===== src/rtl/sar_adc4_pkg.sv =====
// Shared types and defaults for the 4-bit successive-approximation ADC controller.
package sar_adc_pkg;

  localparam int unsigned CodeWDefault  = 4;
  localparam int unsigned LevelWDefault = 8;
  localparam int unsigned SETTLE_W      = 4;

  typedef enum logic [1:0] {
    StIdle,
    StSample,
    StTrial,
    StResult
  } state_e;

endpackage


===== src/rtl/sar_adc4_if.sv =====
// Conversion request/result signals plus the loop to the companion DAC.
interface sar_adc4_if
  import sar_adc_pkg::*;
#(
  parameter int unsigned CODE_W  = CodeWDefault,
  parameter int unsigned LEVEL_W = LevelWDefault
);
  logic               start;
  logic [LEVEL_W-1:0] analog_in;
  logic [CODE_W-1:0]  dac_code;
  logic [LEVEL_W-1:0] dac_level;
  logic               busy;
  logic               done;
  logic [CODE_W-1:0]  code;
  logic               valid;

  modport master (
    output start, analog_in, dac_level,
    input  dac_code, busy, done, code, valid
  );

  modport slave (
    input  start, analog_in, dac_level,
    output dac_code, busy, done, code, valid
  );
endinterface


===== src/rtl/sar_adc4_settle_timer.sv =====
// Loadable down-counter; expire is high while the count sits at zero.
module sar_settle_timer
  import sar_adc_pkg::*;
(
  input  logic                clk,
  input  logic                rst,
  input  logic                load,
  input  logic                en,
  input  logic [SETTLE_W-1:0] load_val,
  output logic                expire
);
  logic [SETTLE_W-1:0] cnt_q, cnt_d;

  always_comb begin
    cnt_d = cnt_q;
    if (load) begin
      cnt_d = load_val;
    end else if (en && (cnt_q != '0)) begin
      cnt_d = cnt_q - 1'b1;
    end
  end

  always_ff @(posedge clk) begin
    if (rst) begin
      cnt_q <= '0;
    end else begin
      cnt_q <= cnt_d;
    end
  end

  assign expire = (cnt_q == '0);
endmodule


===== src/rtl/sar_adc4.sv =====
// SAR ADC controller: samples a level and binary-searches a code through an external DAC.
module sar_adc4
  import sar_adc_pkg::*;
#(
  parameter int unsigned CODE_W     = CodeWDefault,
  parameter int unsigned LEVEL_W    = LevelWDefault,
  parameter int unsigned SETTLE_CYC = 1
) (
  input logic       clk,
  input logic       rst,
  sar_adc4_if.slave bus
);
  localparam int unsigned IdxW = (CODE_W > 1) ? $clog2(CODE_W) : 1;
  // Counter is loaded with SETTLE_CYC-1 so it reaches zero on the last settle cycle.
  localparam logic [SETTLE_W-1:0] SettleLoad = SETTLE_W'(SETTLE_CYC - 1);

  state_e             state_q, state_d;
  logic [LEVEL_W-1:0] sample_q, sample_d;
  logic [CODE_W-1:0]  trial_q, trial_d;
  logic [CODE_W-1:0]  code_q, code_d;
  logic [IdxW-1:0]    idx_q, idx_d;
  logic               busy_q, busy_d;
  logic               done_q, done_d;
  logic               valid_q, valid_d;
  logic               timer_load;
  logic               expire;

  sar_settle_timer u_settle_timer (
    .clk      (clk),
    .rst      (rst),
    .load     (timer_load),
    .en       (state_q == StTrial),
    .load_val (SettleLoad),
    .expire   (expire)
  );

  always_comb begin
    state_d    = state_q;
    sample_d   = sample_q;
    trial_d    = trial_q;
    code_d     = code_q;
    idx_d      = idx_q;
    busy_d     = busy_q;
    done_d     = 1'b0;
    valid_d    = valid_q;
    timer_load = 1'b0;
    unique case (state_q)
      StIdle: begin
        if (bus.start) begin
          state_d = StSample;
          busy_d  = 1'b1;
          valid_d = 1'b0;
        end
      end
      StSample: begin
        sample_d           = bus.analog_in;
        trial_d            = '0;
        trial_d[CODE_W-1]  = 1'b1;
        idx_d              = IdxW'(CODE_W - 1);
        timer_load         = 1'b1;
        state_d            = StTrial;
      end
      StTrial: begin
        if (expire) begin
          if (sample_q < bus.dac_level) begin
            trial_d[idx_q] = 1'b0;
          end
          if (idx_q != '0) begin
            idx_d          = idx_q - 1'b1;
            trial_d[idx_d] = 1'b1;
            timer_load     = 1'b1;
          end else begin
            state_d = StResult;
          end
        end
      end
      StResult: begin
        code_d  = trial_q;
        done_d  = 1'b1;
        valid_d = 1'b1;
        busy_d  = 1'b0;
        state_d = StIdle;
      end
      default: state_d = StIdle;
    endcase
  end

  always_ff @(posedge clk) begin
    if (rst) begin
      state_q  <= StIdle;
      sample_q <= '0;
      trial_q  <= '0;
      code_q   <= '0;
      idx_q    <= '0;
      busy_q   <= 1'b0;
      done_q   <= 1'b0;
      valid_q  <= 1'b0;
    end else begin
      state_q  <= state_d;
      sample_q <= sample_d;
      trial_q  <= trial_d;
      code_q   <= code_d;
      idx_q    <= idx_d;
      busy_q   <= busy_d;
      done_q   <= done_d;
      valid_q  <= valid_d;
    end
  end

  assign bus.dac_code = trial_q;
  assign bus.code     = code_q;
  assign bus.busy     = busy_q;
  assign bus.done     = done_q;
  assign bus.valid    = valid_q;
endmodule


===== src/flat_wrapper.sv =====
// flat-port wrapper written by rule: the top's interface ports become plain ports
module sar_adc4_flat import sar_adc_pkg::*;
#(
  parameter int unsigned CODE_W     = CodeWDefault,
  parameter int unsigned LEVEL_W    = LevelWDefault,
  parameter int unsigned SETTLE_CYC = 1
)
  (clk, rst, bus_start, bus_analog_in, bus_dac_level, bus_dac_code, bus_busy, bus_done, bus_code, bus_valid);
  sar_adc4_if #(.CODE_W(CODE_W), .LEVEL_W(LEVEL_W)) bus_i ();
  input logic clk;
  input logic rst;
  input wire logic [$bits(bus_i.start)-1:0] bus_start;
  input wire logic [$bits(bus_i.analog_in)-1:0] bus_analog_in;
  input wire logic [$bits(bus_i.dac_level)-1:0] bus_dac_level;
  output wire logic [$bits(bus_i.dac_code)-1:0] bus_dac_code;
  output wire logic [$bits(bus_i.busy)-1:0] bus_busy;
  output wire logic [$bits(bus_i.done)-1:0] bus_done;
  output wire logic [$bits(bus_i.code)-1:0] bus_code;
  output wire logic [$bits(bus_i.valid)-1:0] bus_valid;
  assign bus_i.start = bus_start;
  assign bus_i.analog_in = bus_analog_in;
  assign bus_i.dac_level = bus_dac_level;
  assign bus_dac_code = bus_i.dac_code;
  assign bus_busy = bus_i.busy;
  assign bus_done = bus_i.done;
  assign bus_code = bus_i.code;
  assign bus_valid = bus_i.valid;
  sar_adc4 #(.CODE_W(CODE_W), .LEVEL_W(LEVEL_W), .SETTLE_CYC(SETTLE_CYC)) u_core (.clk(clk), .rst(rst), .bus(bus_i));
endmodule

===== config.mk =====
export PLATFORM = sky130hd
export DESIGN_NAME = sar_adc4_flat
export DESIGN_NICKNAME = d
export VERILOG_FILES = /design/src/rtl/sar_adc4_pkg.sv /design/src/rtl/sar_adc4_if.sv /design/src/rtl/sar_adc4_settle_timer.sv /design/src/rtl/sar_adc4.sv /design/src/flat_wrapper.sv
export SDC_FILE = /design/constraint.sdc
export NUM_CORES = 1
export LEC_CHECK = 0
export ABC_AREA = 0
export CAP_MARGIN = 5
export CELL_PAD_IN_SITES_DETAIL_PLACEMENT = 1
export CELL_PAD_IN_SITES_GLOBAL_PLACEMENT = 1
export CORE_ASPECT_RATIO = 2
export CORE_MARGIN = 2
export CORE_UTILIZATION = 30
export DETAILED_ROUTE_END_ITERATION = 8
export PLACE_DENSITY_LB_ADDON = 0.1
export SLEW_MARGIN = 20
export SYNTH_ARGS = -nofsm -noshare
export SYNTH_HDL_FRONTEND = slang
export SYNTH_HIERARCHICAL = 1
export SYNTH_SLANG_ARGS = --single-unit

===== constraint.sdc =====
create_clock -name clk -period 3.5 [get_ports clk]
set_clock_uncertainty 0.05 [all_clocks]
set_input_delay 1.05 -clock clk [delete_from_list [all_inputs] [get_ports clk]]
set_output_delay 1.05 -clock clk [all_outputs]
set_load 0.01 [all_outputs]

**Word-level counts from Yosys, hierarchy flattened**

Index checks and enable logic that the tools add are counted.

- Register bits: 27
- Input bits: 19
- Output and inout port bits: 11
- Logic and storage cells: 65

- Add/sub/neg operators: 2
- $lt $le $gt $ge: 5
- Eq/ne operators: 7
- Mux-type cells: 25
- Bitwise operators: 3
- Reduce and logical (&&, ||, !) cells: 14

Operators with widths:

| kind | number |
|---|---|
| two-way mux 4 bit | 5 |
| two-way mux 2 bit | 5 |
| less-than comparator 8 bit | 1 |
| case mux 2 bit (4 select lines) | 1 |
| case mux 4 bit (2 select lines) | 1 |
| two-way mux 1 bit | 7 |
| less-than comparator 2 x 3 -> 1 bit, second input constant | 2 |
| case mux 1 bit (2 select lines) | 3 |
| AND reduction 3 bit | 2 |
| nonzero test 2 bit | 3 |
| bitwise AND 4 bit | 1 |
| demux 1 bit (select 2 bit) | 2 |
| == test 2 bit, second input constant | 2 |
| >= comparator 2 x 1 -> 1 bit, second input constant | 2 |
| zero test 4 bit | 1 |
| inequality test 2 x 1 -> 1 bit, second input constant | 2 |
| inequality test 2 bit, second input constant | 2 |
| NOT 4 bit | 1 |
| OR 4 bit | 1 |
| case mux 2 bit (2 select lines) | 1 |
| AND reduction 2 bit | 2 |
| nonzero test 4 bit | 1 |
| subtractor 4 x 1 -> 4 bit, second input constant | 1 |
| logical AND 1 bit | 3 |
| 4 further kinds | 4 |

**Logic depth before layout (Yosys ltp)**

Gate-level depths: netlist of run 1.

- Depth in word-level cells: 13
- Mapped depth: 10
- Mapped depth without buffers: 10

**Hierarchy**

Netlist of run 1, hierarchy kept.

Modules (own cells, without submodules):

| module | instances | cells each | area each (sq um) | sequential area each (sq um) |
|---|---|---|---|---|
| sar_adc4 | 1 | 133 | 1,216.2 | 460.4 |
| sar_settle_timer | 1 | 29 | 262.8 | 80.1 |

**Worst setup path before layout of run 1**

OpenSTA, ideal clock, no wires.

- Path type: input-to-reg
- Start: input port bus_dac_level[3]
- End: register u_core.trial_q[3], in the netlist u_core/bus.dac_code[3]
- Library setup time: 146 ps
- Arrival time: 2,203 ps
- Required time: 3,304 ps
- Setup slack: 1,101 ps
- Cell stages on the path: 6
- Buffers on the path: 0
- Cell sequence: inv_1 > ha_1 > or4_4 > a21oi_4 > o31a_1 > a41oi_1

- Cells in the longest elaborated chain, start to end: 8

Ends and longest elaborated chain:

| item | line | source |
|---|---|---|
| start, declared | flat_wrapper.sv:14 | `input wire logic [$bits(bus_i.dac_level)-1:0] bus_dac_level;` |
| less-than comparator 8 bit (*) | sar_adc4.sv:65 | `if (sample_q < bus.dac_level) begin` |
| two-way mux 4 bit (*) | sar_adc4.sv:65 |  |
| two-way mux 4 bit (*) | sar_adc4.sv:64 | `if (expire) begin` |
| two-way mux 4 bit (*) | sar_adc4.sv:47 | `unique case (state_q)` |
| OR 4 bit (no line) | n/a |  |
| two-way mux 4 bit (*) | sar_adc4.sv:68 | `if (idx_q != '0) begin` |
| two-way mux 4 bit (*) | sar_adc4.sv:64 |  |
| case mux 4 bit (2 select lines) (*) | sar_adc4.sv:47 |  |
| end signal, assigned | sar_adc4.sv:101 | `trial_q <= trial_d;` |
| end, declared | sar_adc4.sv:19 | `logic [CODE_W-1:0] trial_q, trial_d;` |

Mark *: on every way between the ends. The rest lies on a longest branch, timed or not. The select of a mux whose other input is x is not followed.
A chain may end at the register's enable or synchronous reset.

**Worst setup path after layout of run 1**

Same ends and word-level chain as after synthesis.

==> results of run 1 <==
-- layer usage --
metal	GRT usage, %	vias to the layer above
met4	7.69	0
li1	-	629
met1	15.4	608
met3	1.29	8
met5	0	-
met2	30.7	24
-- per-stage QoR --
stage	hold WS [ns]	cell area, sq um	utilization [%]	power (mW)	setup slack [ns]
after floorplan	0.401	1490	-	0.972	1.10
after global placement	0.415	1850	38.4	1.14	0.564
after detailed placement	0.443	1850	38.4	1.18	0.548
after CTS	0.469	1900	39.3	1.38	0.834
after global routing	0.491	1900	39.3	1.47	0.766
final	0.461	1900	39.3	1.35	0.831
-- layout by cell type, fill, tap and decap left out, drive strengths merged, types with 3 or more instances in the layout --
master,n
a21oi,5
conb,4
mux2i,14
nand2,9
nor3,7
a211oi,4
o31a,3
nand3,4
ha,16
dfxtp,27
inv,16
clkbuf,4
nor2,25
nand2b,3
clkdlybuf4s50,29
-- worst paths after layout --
path / start / endpoint / cells after the start
max: bus_dac_level[3] / u_core/bus.dac_code[3] / 7
min: u_core/bus.busy / u_core/bus.busy / 2
max reg2reg: u_core/u_settle_timer/cnt_q[1] / u_core/u_settle_timer/cnt_q[1] / 9
min reg2reg: u_core/bus.busy / u_core/bus.busy / 2
-- final cells by class --
| type | count | area, sq um |
|---|---|---|
| clock buffers | 4 | 45.0 |
| fillers | 563 | 2920 |
| inverters | 16 | 60.1 |
| multi-input cells | 118 | 873 |
| flip-flops and latches | 27 | 541 |
| well taps | 57 | 71.3 |
| repair buffers | 31 | 305 |
-- worst max-delay path, stage by stage --
cell	delay, ns
clkdlybuf4s50_1	0.45
inv_1	0.04
ha_1	0.21
or4_4	0.55
a21oi_4	0.14
o31a_1	0.19
a41oi_1	0.12
-- cells in the mapped netlist (all sizes together) (2+ instances only) --
cell type / instances
a21o: 2
o31a: 3
clkbuf: 3
a311oi: 2
o311a: 2
nor2: 25
inv: 16
a21oi: 5
nand2b: 3
nand3: 4
a211oi: 4
nor3: 7
ha: 16
mux2i: 14
o21a: 2
nand2: 9
dfxtp: 27
o22ai: 2
nor2b: 2
-- registers in the layout, indices dropped and copies added (netlist names) --
name / flops
u_core/bus.done: 1
u_core/idx_q: 2
u_core/bus.dac_code: 4
u_core/state_q: 2
u_core/u_settle_timer/cnt_q: 4
u_core/bus.code: 4
u_core/bus.busy: 1
u_core/sample_q: 8
u_core/bus.valid: 1
-- logic make-up (layout without fill, tap and decap cells) --
group	Yosys count	in the layout	synth area share (%)
compound gates	29	29	16.8
fa+ha+maj	16	16	13.5
buf+inv	20	51	5.16
flops	27	27	36.5
mux	14	14	9.48
other cells	1	4	0.254
simple gates	55	55	18.2
-- power by group through the flow --
stage	combinational, mW	clock [mW]	sequential, mW
after floorplan	0.519	0	0.454
after global placement	0.675	0	0.464
after detailed placement	0.711	0	0.471
after CTS	0.719	0.193	0.464
after global routing	0.797	0.202	0.472
final	0.703	0.182	0.462
==> results.json, run 1 <==
{
  "vias": 1269,
  "synthCells": 162,
  "grt_pass1_vias": 1401,
  "wl_met3_um": 112,
  "crit_path_max_fanout": 3,
  "grt-ovfl-total": 0,
  "wl_met2_um": 2210,
  "ys_seq_elements": 27,
  "layout-drive-gt1-share_pct": 6.63,
  "htree_levels": 1,
  "vias_per_cell": 5.02,
  "combPwrFrac_pct": 52.2,
  "detail_route.iter0.violations": 21,
  "nNetsFinal": 232,
  "ys_async_sr_fraction_pct": 0,
  "power_frac_clock_pct": 13.5,
  "cts_root_buffer": "clkbuf_8",
  "gp_congestion": 0.725,
  "cts_tree": "done",
  "ys.flop_type": "dfxtp_1",
  "worstSetupEndpointType": "register",
  "synth.distinct_cells": 35,
  "antenna_cells": 0,
  "grt_max_degree": 15,
  "drt-total-wl_um": 3810,
  "p_int_uw": 780,
  "syn2layout_area_growth_pct": 28.2,
  "routedWlPerCell_um": 15.1,
  "die_height_um": 103,
  "synth_edf_count": 0,
  "fin_crit_ns": 2.67,
  "cp.required_ns": 3.58,
  "dieArea_sq_um": 5540,
  "dp_hpwl_um": 2980,
  "io_pins": 30,
  "groute.usage.overall_pct": 15.6,
  "coreArea_sq_um": 4820,
  "sw_frac_of_total_pct": 42.1,
  "status": "finished clean",
  "cts_setup_buffers": 0,
  "portBuffers": 29,
  "fp-row-count": 36,
  "holdCritPathClass": "register to register",
  "antenna_found_initial": 0,
  "relSlewSlack_pct": 56.3,
  "cts_sinks": 27,
  "setup_viol": 0,
  "synth.avg_cell_area_sq_um": 9.13,
  "cts.clk_slew.worst_paths_ns": 0.10,
  "grt_pass1_wl_um": 6320,
  "drt_pass1_iterations": 4,
  "p_leak_nw": 0.760,
  "cts_max_path_buffers": 2,
  "cap_violations": 0,
  "post_cts_resize_count": 0,
  "worst-endpoint-arrival_ns": 2.75,
  "p_seq_share_pct": 34.3,
  "rsz0062_at_grt": "false",
  "path_class": "input port to register",
  "fin_crit_sh_pct": 76.3,
  "fmax_mhz": 375,
  "synthTopCellsByArea": "dfxtp_1 (37%), ha_1 (14%), mux2i_1 (9.5%)",
  "met1_length_um": 1390,
  "fin_cells": 253,
  "final_max_slew_viol_count": 0,
  "drtAntennaViolNets": 0,
  "numCtsBuffers": 3,
  "r2r_setup_slack_ns": 0.94,
  "start_kind": "input port",
  "yosys.area.top_type": "dfxtp_1",
  "ys_warn_count": 6,
  "power.density_nw_per_um2": 711,
  "worst_pin_slew_ns": 0.655,
  "die_w_um": 53.6,
  "hold_violations": 0,
  "ir_drop_mv": 0.368,
  "synth-seq-area-share_pct": 36.5,
  "postCtsHoldBufs": 0,
  "syn-cell-area_sq_um": 1480,
  "place_inst": 249,
  "yosys.area.top_type_share_pct": 36.5,
  "p_sw_uw": 568,
  "initial_core_util_pct": 30.7,
  "route.detailed.drc": 0,
  "clock_latency_ns": 0.28,
  "tns_ns": 0,
  "top_layer_used": "met4"
}
Note: power is estimated with default switching activity, not from simulation.
==> run 2: changes to the inputs <==
- clock period: 3.5 -> 2.3 ns (I/O delays scaled with it)
==> run 2 against run 1 <==
Compared with the run above: die area unchanged; sequential power up 52%; design area up 3.7%; worst hold slack worse by 0.0013 ns; critical path depth unchanged; non-clock buffer count up 8; register-to-register slack worse by 0.75 ns; first-iteration DRC count down 90%; via count up 1.7%; global-route usage down 0.72 points.
==> results.json, run 2 (synthesis results as in run 1) <==
{
  "status": "finished clean",
  "coreArea_sq_um": 4820,
  "cp-startpoint": "bus_dac_level[3]",
  "min_from": "u_core/sample_q[0]",
  "fin_crit_ns": 2.28,
  "layout_common_cells": "clkdlybuf4s50_1 (29), dfxtp_1 (27), nor2_1 (24)",
  "groute.usage.overall_pct": 14.9,
  "routedWlPerCell_um": 14.2,
  "io_pins": 30,
  "die_height_um": 103,
  "nNetsFinal": 240,
  "initial_core_util_pct": 30.7,
  "p_int_mw": 1.28,
  "power.density_nw_per_um2": 1090,
  "gp_congestion": 0.761,
  "power_frac_clock_pct": 12.8,
  "layout-drive-gt1-share_pct": 12.3,
  "grt_pass1_vias": 1352,
  "fin_ws_ns": 0.0206,
  "largest_register": "u_core/sample_q",
  "numCtsBuffers": 3,
  "p_seq_share_pct": 32.6,
  "pre_cts_ws_ns": -0.314,
  "combPwrFrac_pct": 54.6,
  "r2r_start": "u_core/u_settle_timer/cnt_q[1]",
  "final_common_cell": "clkdlybuf4s50_1",
  "grt-ovfl-total": 0,
  "die_w_um": 53.6,
  "syn2layout_area_growth_pct": 32.9,
  "cp.required_ns": 2.41,
  "grt_max_degree": 17,
  "holdCritPathClass": "register to register",
  "route.detailed.drc": 0,
  "nFillCells": 581,
  "cts_root_buffer": "clkbuf_8",
  "clock_latency_ns": 0.28,
  "start_kind": "input port",
  "htree_levels": 1,
  "portBuffers": 29,
  "drt-total-wl_um": 3710,
  "setup_viol": 0,
  "cts_sinks": 27,
  "final_max_slew_viol_count": 0,
  "fmax_mhz": 439,
  "antenna_found_initial": 0,
  "cap_violations": 0,
  "dp_hpwl_um": 3010,
  "fp-row-count": 36,
  "vias_per_cell": 4.95,
  "cts_setup_buffers": 0,
  "hold_violations": 0,
  "postCtsHoldBufs": 0,
  "p_sw_uw": 866,
  "drtAntennaViolNets": 0,
  "drt_pass1_iterations": 3,
  "dieArea_sq_um": 5540,
  "p_leak_nw": 0.798,
  "antenna_cells": 0,
  "sw_frac_of_total_pct": 40.3,
  "fin_crit_sh_pct": 99.1,
  "cts.clk_slew.worst_paths_ns": 0.09,
  "tns_ns": 0,
  "cts_tree": "done",
  "crit_path_max_fanout": 3,
  "ir_drop_mv": 0.654,
  "grt_pass1_wl_um": 6100,
  "whs_ns": 0.460,
  "cts_max_path_buffers": 2,
  "worst-endpoint-arrival_ns": 2.39,
  "vias": 1291,
  "worstSetupEndpointType": "register",
  "detail_route.iter0.violations": 2,
  "rsz0062_at_grt": "true",
  "largest_register_ffs": 8,
  "path_class": "input port to register",
  "power.total_mw": 2.15
}
[run 2: cell count changes in the layout (fill, tap and decap cells not counted)]
cell     before  now
buf_4         2   10
a21oi_2       0    1
a21oi_1       4    3
ha_1         16   14
o21a_2        0    1
ha_2          0    2
o21a_1        2    1
[run 2: repair_timing]
item	CTS	global route
pin swaps	1	1
setup endpoints to repair	1	3
resized for setup	0	4
[run 2: worst paths after layout]
check                                                       to  slack (ns)  depth (start not counted)
worst max-delay path                    u_core/bus.dac_code[3]        0.02                          7
worst min-delay path                        u_core/sample_q[0]        0.46                          2
worst max register to register  u_core/u_settle_timer/cnt_q[1]        0.19                          9
worst min register to register              u_core/sample_q[0]        0.46                          2
[run 2: stage by stage]
stage	area [sq um]	utilization [%]	cells
6_report	1970	40.8	261
2_1_floorplan	1490	-	165
4_1_cts	1960	40.6	261
3_3_place_gp	1910	39.6	257
3_5_place_dp	1910	39.6	257
5_1_grt	1970	40.8	261
[run 2: power groups by stage]
stage / combinational, mW / sequential [mW] / clock, mW
after detailed placement: 1.19 / 0.714 / 0
after CTS: 1.20 / 0.705 / 0.293
after global placement: 1.15 / 0.707 / 0
final: 1.17 / 0.700 / 0.275
after floorplan: 0.789 / 0.690 / 0
after global routing: 1.34 / 0.721 / 0.302
[run 2: cell type report]
class                   instances  area (sq um)  share of cell area [%]
flip-flops and latches         27           541                    27.5
repair buffers                 39           365                    18.6
multi-input cells             118           883                    44.9
well taps                      57          71.3                    3.63
inverters                      16          60.1                    3.06
clock buffers                   4          45.0                    2.29
[run 2: per-layer routing]
metal	vias to the layer above	track usage, %	share of wire [%]
met5	-	0	0
met4	0	6.11	2.2
met3	6	1.44	3.0
met2	20	29.3	57
met1	620	15.0	38
li1	645	-	-
[run 2: worst max-delay path: stages]
cell	delay (ns)
clkdlybuf4s50_1	0.46
inv_1	0.04
ha_2	0.18
or4_4	0.54
a21oi_4	0.15
o31a_1	0.19
a41oi_1	0.12
==> run 3: changes to the inputs <==
- CORE_MARGIN: 2 -> 4
==> run 3 against run 2 <==
Compared with the run above: worst hold slack worse by 0.015 ns; design area is 0.45% higher; first-iteration DRC count grew to 8.5 times the previous value; non-clock buffer count did not move; clock power grew 3%; global-route usage decreased by 0.73 points; routed wire length up 13%; critical path depth did not move; core utilization grew 1.4 points; register-to-register slack got worse by 0.06 ns; sequential share of layout area decreased by 0.12 points.
==> results.json, run 3 (synthesis results as in run 1) <==
{
  "status": "finished clean",
  "critPathMaxStageDelay_ns": 0.52,
  "p_int_mw": 1.26,
  "gp_congestion": 0.808,
  "slowest_stage": "or4_4",
  "syn2layout_area_growth_pct": 33.5,
  "fin_crit_sh_pct": 97.9,
  "coreArea_sq_um": 4690,
  "wl_met3_um": 105,
  "antenna_found_initial": 0,
  "power_frac_clock_pct": 13.0,
  "cap_violations": 0,
  "p_leak_nw": 0.804,
  "whs_ns": 0.445,
  "detail_route.iter0.violations": 17,
  "final_common_cell": "clkdlybuf4s50_1",
  "grt_max_degree": 15,
  "layout_common_cells": "clkdlybuf4s50_1 (28), dfxtp_1 (27), nor2_1 (24)",
  "holdPathEnd": "u_core/sample_q[0]",
  "drtAntennaViolNets": 0,
  "final_cell_area_sq_um": 1970,
  "p_sw_uw": 905,
  "hold_depth": 2,
  "dieArea_sq_um": 6190,
  "worstSetupEndpointType": "register",
  "hold_violations": 0,
  "clock_latency_ns": 0.28,
  "fin_crit_ns": 2.25,
  "groute.usage.overall_pct": 14.2,
  "sw_frac_of_total_pct": 41.8,
  "largest_register": "u_core/sample_q",
  "drt-total-wl_um": 4190,
  "drt_pass1_iterations": 4,
  "cts_sinks": 27,
  "initial_core_util_pct": 31.6,
  "cp-startpoint": "bus_dac_level[4]",
  "rsz0062_at_grt": "true",
  "routedWlPerCell_um": 16.2,
  "portBuffers": 29,
  "power.density_nw_per_um2": 1100,
  "cts.clk_slew.worst_paths_ns": 0.10,
  "top_layer_used": "met4",
  "min_from": "u_core/sample_q[0]",
  "route.detailed.drc": 0,
  "combPwrFrac_pct": 54.5,
  "vias": 1326,
  "p_seq_share_pct": 32.5,
  "crit_path_max_fanout": 3,
  "cts_max_path_buffers": 2,
  "vias_per_cell": 5.12,
  "io_pins": 30,
  "pre_cts_ws_ns": -0.330,
  "nNetsFinal": 240,
  "htree_levels": 1,
  "path_cells": "clkdlybuf4s50_1, inv_1, ha_2, or4_4, a21oi_4, o31a_1, a41oi_2",
  "dp_hpwl_um": 3400,
  "path_class": "input port to register",
  "fin_cells": 259,
  "fin_ws_ns": 0.0492,
  "die_w_um": 57.6,
  "grt_pass1_wl_um": 6800,
  "grt-ovfl-total": 0,
  "place_inst": 255,
  "largest_register_ffs": 8,
  "grt_pass1_vias": 1482,
  "nFillCells": 568,
  "worst-path-buf-inv": 2,
  "place_area_sq_um": 1910,
  "cts_tree": "done",
  "r2r-end": "u_core/u_settle_timer/cnt_q[1]",
  "met1_length_um": 1440,
  "fmax_mhz": 444,
  "antenna_cells": 0,
  "layout-drive-gt1-share_pct": 13.2,
  "r2r_start": "u_core/u_settle_timer/cnt_q[1]",
  "fp-row-count": 35,
  "die_height_um": 107,
  "numCtsBuffers": 3,
  "cp_top_family": "simple AND/OR/NAND/NOR gates",
  "r2r_setup_slack_ns": 0.13,
  "holdCritPathClass": "register to register",
  "cp.required_ns": 2.41,
  "start_kind": "input port",
  "worst-endpoint-arrival_ns": 2.36,
  "final_max_slew_viol_count": 0,
  "ir_drop_mv": 0.649,
  "ff2ff_path_depth": 9,
  "wl_met2_um": 2540,
  "cts_root_buffer": "clkbuf_8",
  "setup_viol": 0
}
==> run 3: cell count changes in the layout (fill, tap and decap cells not counted), sizes merged <==
cell,change
clkdlybuf4s50,-1
dlymetal6s2s,+1
==> run 3: what timing repair did <==
| item | 4_1_cts | 5_1_grt |
|---|---|---|
| hold buffers | 0 | 0 |
| setup endpoints to repair | 1 | 5 |
| buffers inserted | 0 | 0 |
| gates resized for setup | 2 | 5 |
| pin swaps | 2 | 3 |
==> run 3: worst register-to-register path, delay by kind of cell (launching register included) <==
family                   cells  cell delay [ns]
buffers and inverters        2             0.24
AO/OA/AOI/OAI                2             0.54
AND/OR/NAND/NOR              4             0.68
flip-flops                   1             0.34
adder cells (fa/ha/maj)      1             0.23
==> run 3: worst max path at each step <==
stage                                                 to  slack, ns  cells after the start
final                             u_core/bus.dac_code[3]       0.05                      7
after detailed placement          u_core/bus.dac_code[3]      -0.33                      7
after global routing      u_core/u_settle_timer/cnt_q[1]     -0.002                      9
after floorplan           u_core/u_settle_timer/cnt_q[1]       0.06                      9
after global placement            u_core/bus.dac_code[3]      -0.26                      7
after CTS                         u_core/bus.dac_code[3]       0.03                      7
==> run 3: final cells by class <==
cell class	count	area, sq um	share of cell area (%)
clock buffers	4	45.0	2.28
well taps	55	68.8	3.49
multi-input cells	118	892	45.2
flip-flops and latches	27	541	27.4
inverters	16	60.1	3.04
repair buffers	39	368	18.6
==> run 3: power by group through the flow <==
stage                     clock network [mW]  logic (mW)  registers, mW
after floorplan                            0       0.789          0.690
after global placement                     0        1.12          0.705
after detailed placement                   0        1.17          0.715
after CTS                              0.297        1.19          0.705
after global routing                   0.306        1.31          0.724
final                                  0.282        1.18          0.705
==> run 3: layer usage <==
metal  up-vias  track usage, %
met4         0            6.47
met2        17            29.4
li1        644               -
met5         -               0
met1       658            12.4
met3         7            1.92
==> run 3: metrics by stage <==
step                      total power [mW]  setup TNS, ns  util (%)
after floorplan                       1.48              0         -
after global placement                1.83         -0.931      40.7
after detailed placement              1.88          -1.09      40.7
after CTS                             2.19              0      41.9
after global routing                  2.34       -0.00161      42.1
final                                 2.17              0      42.1
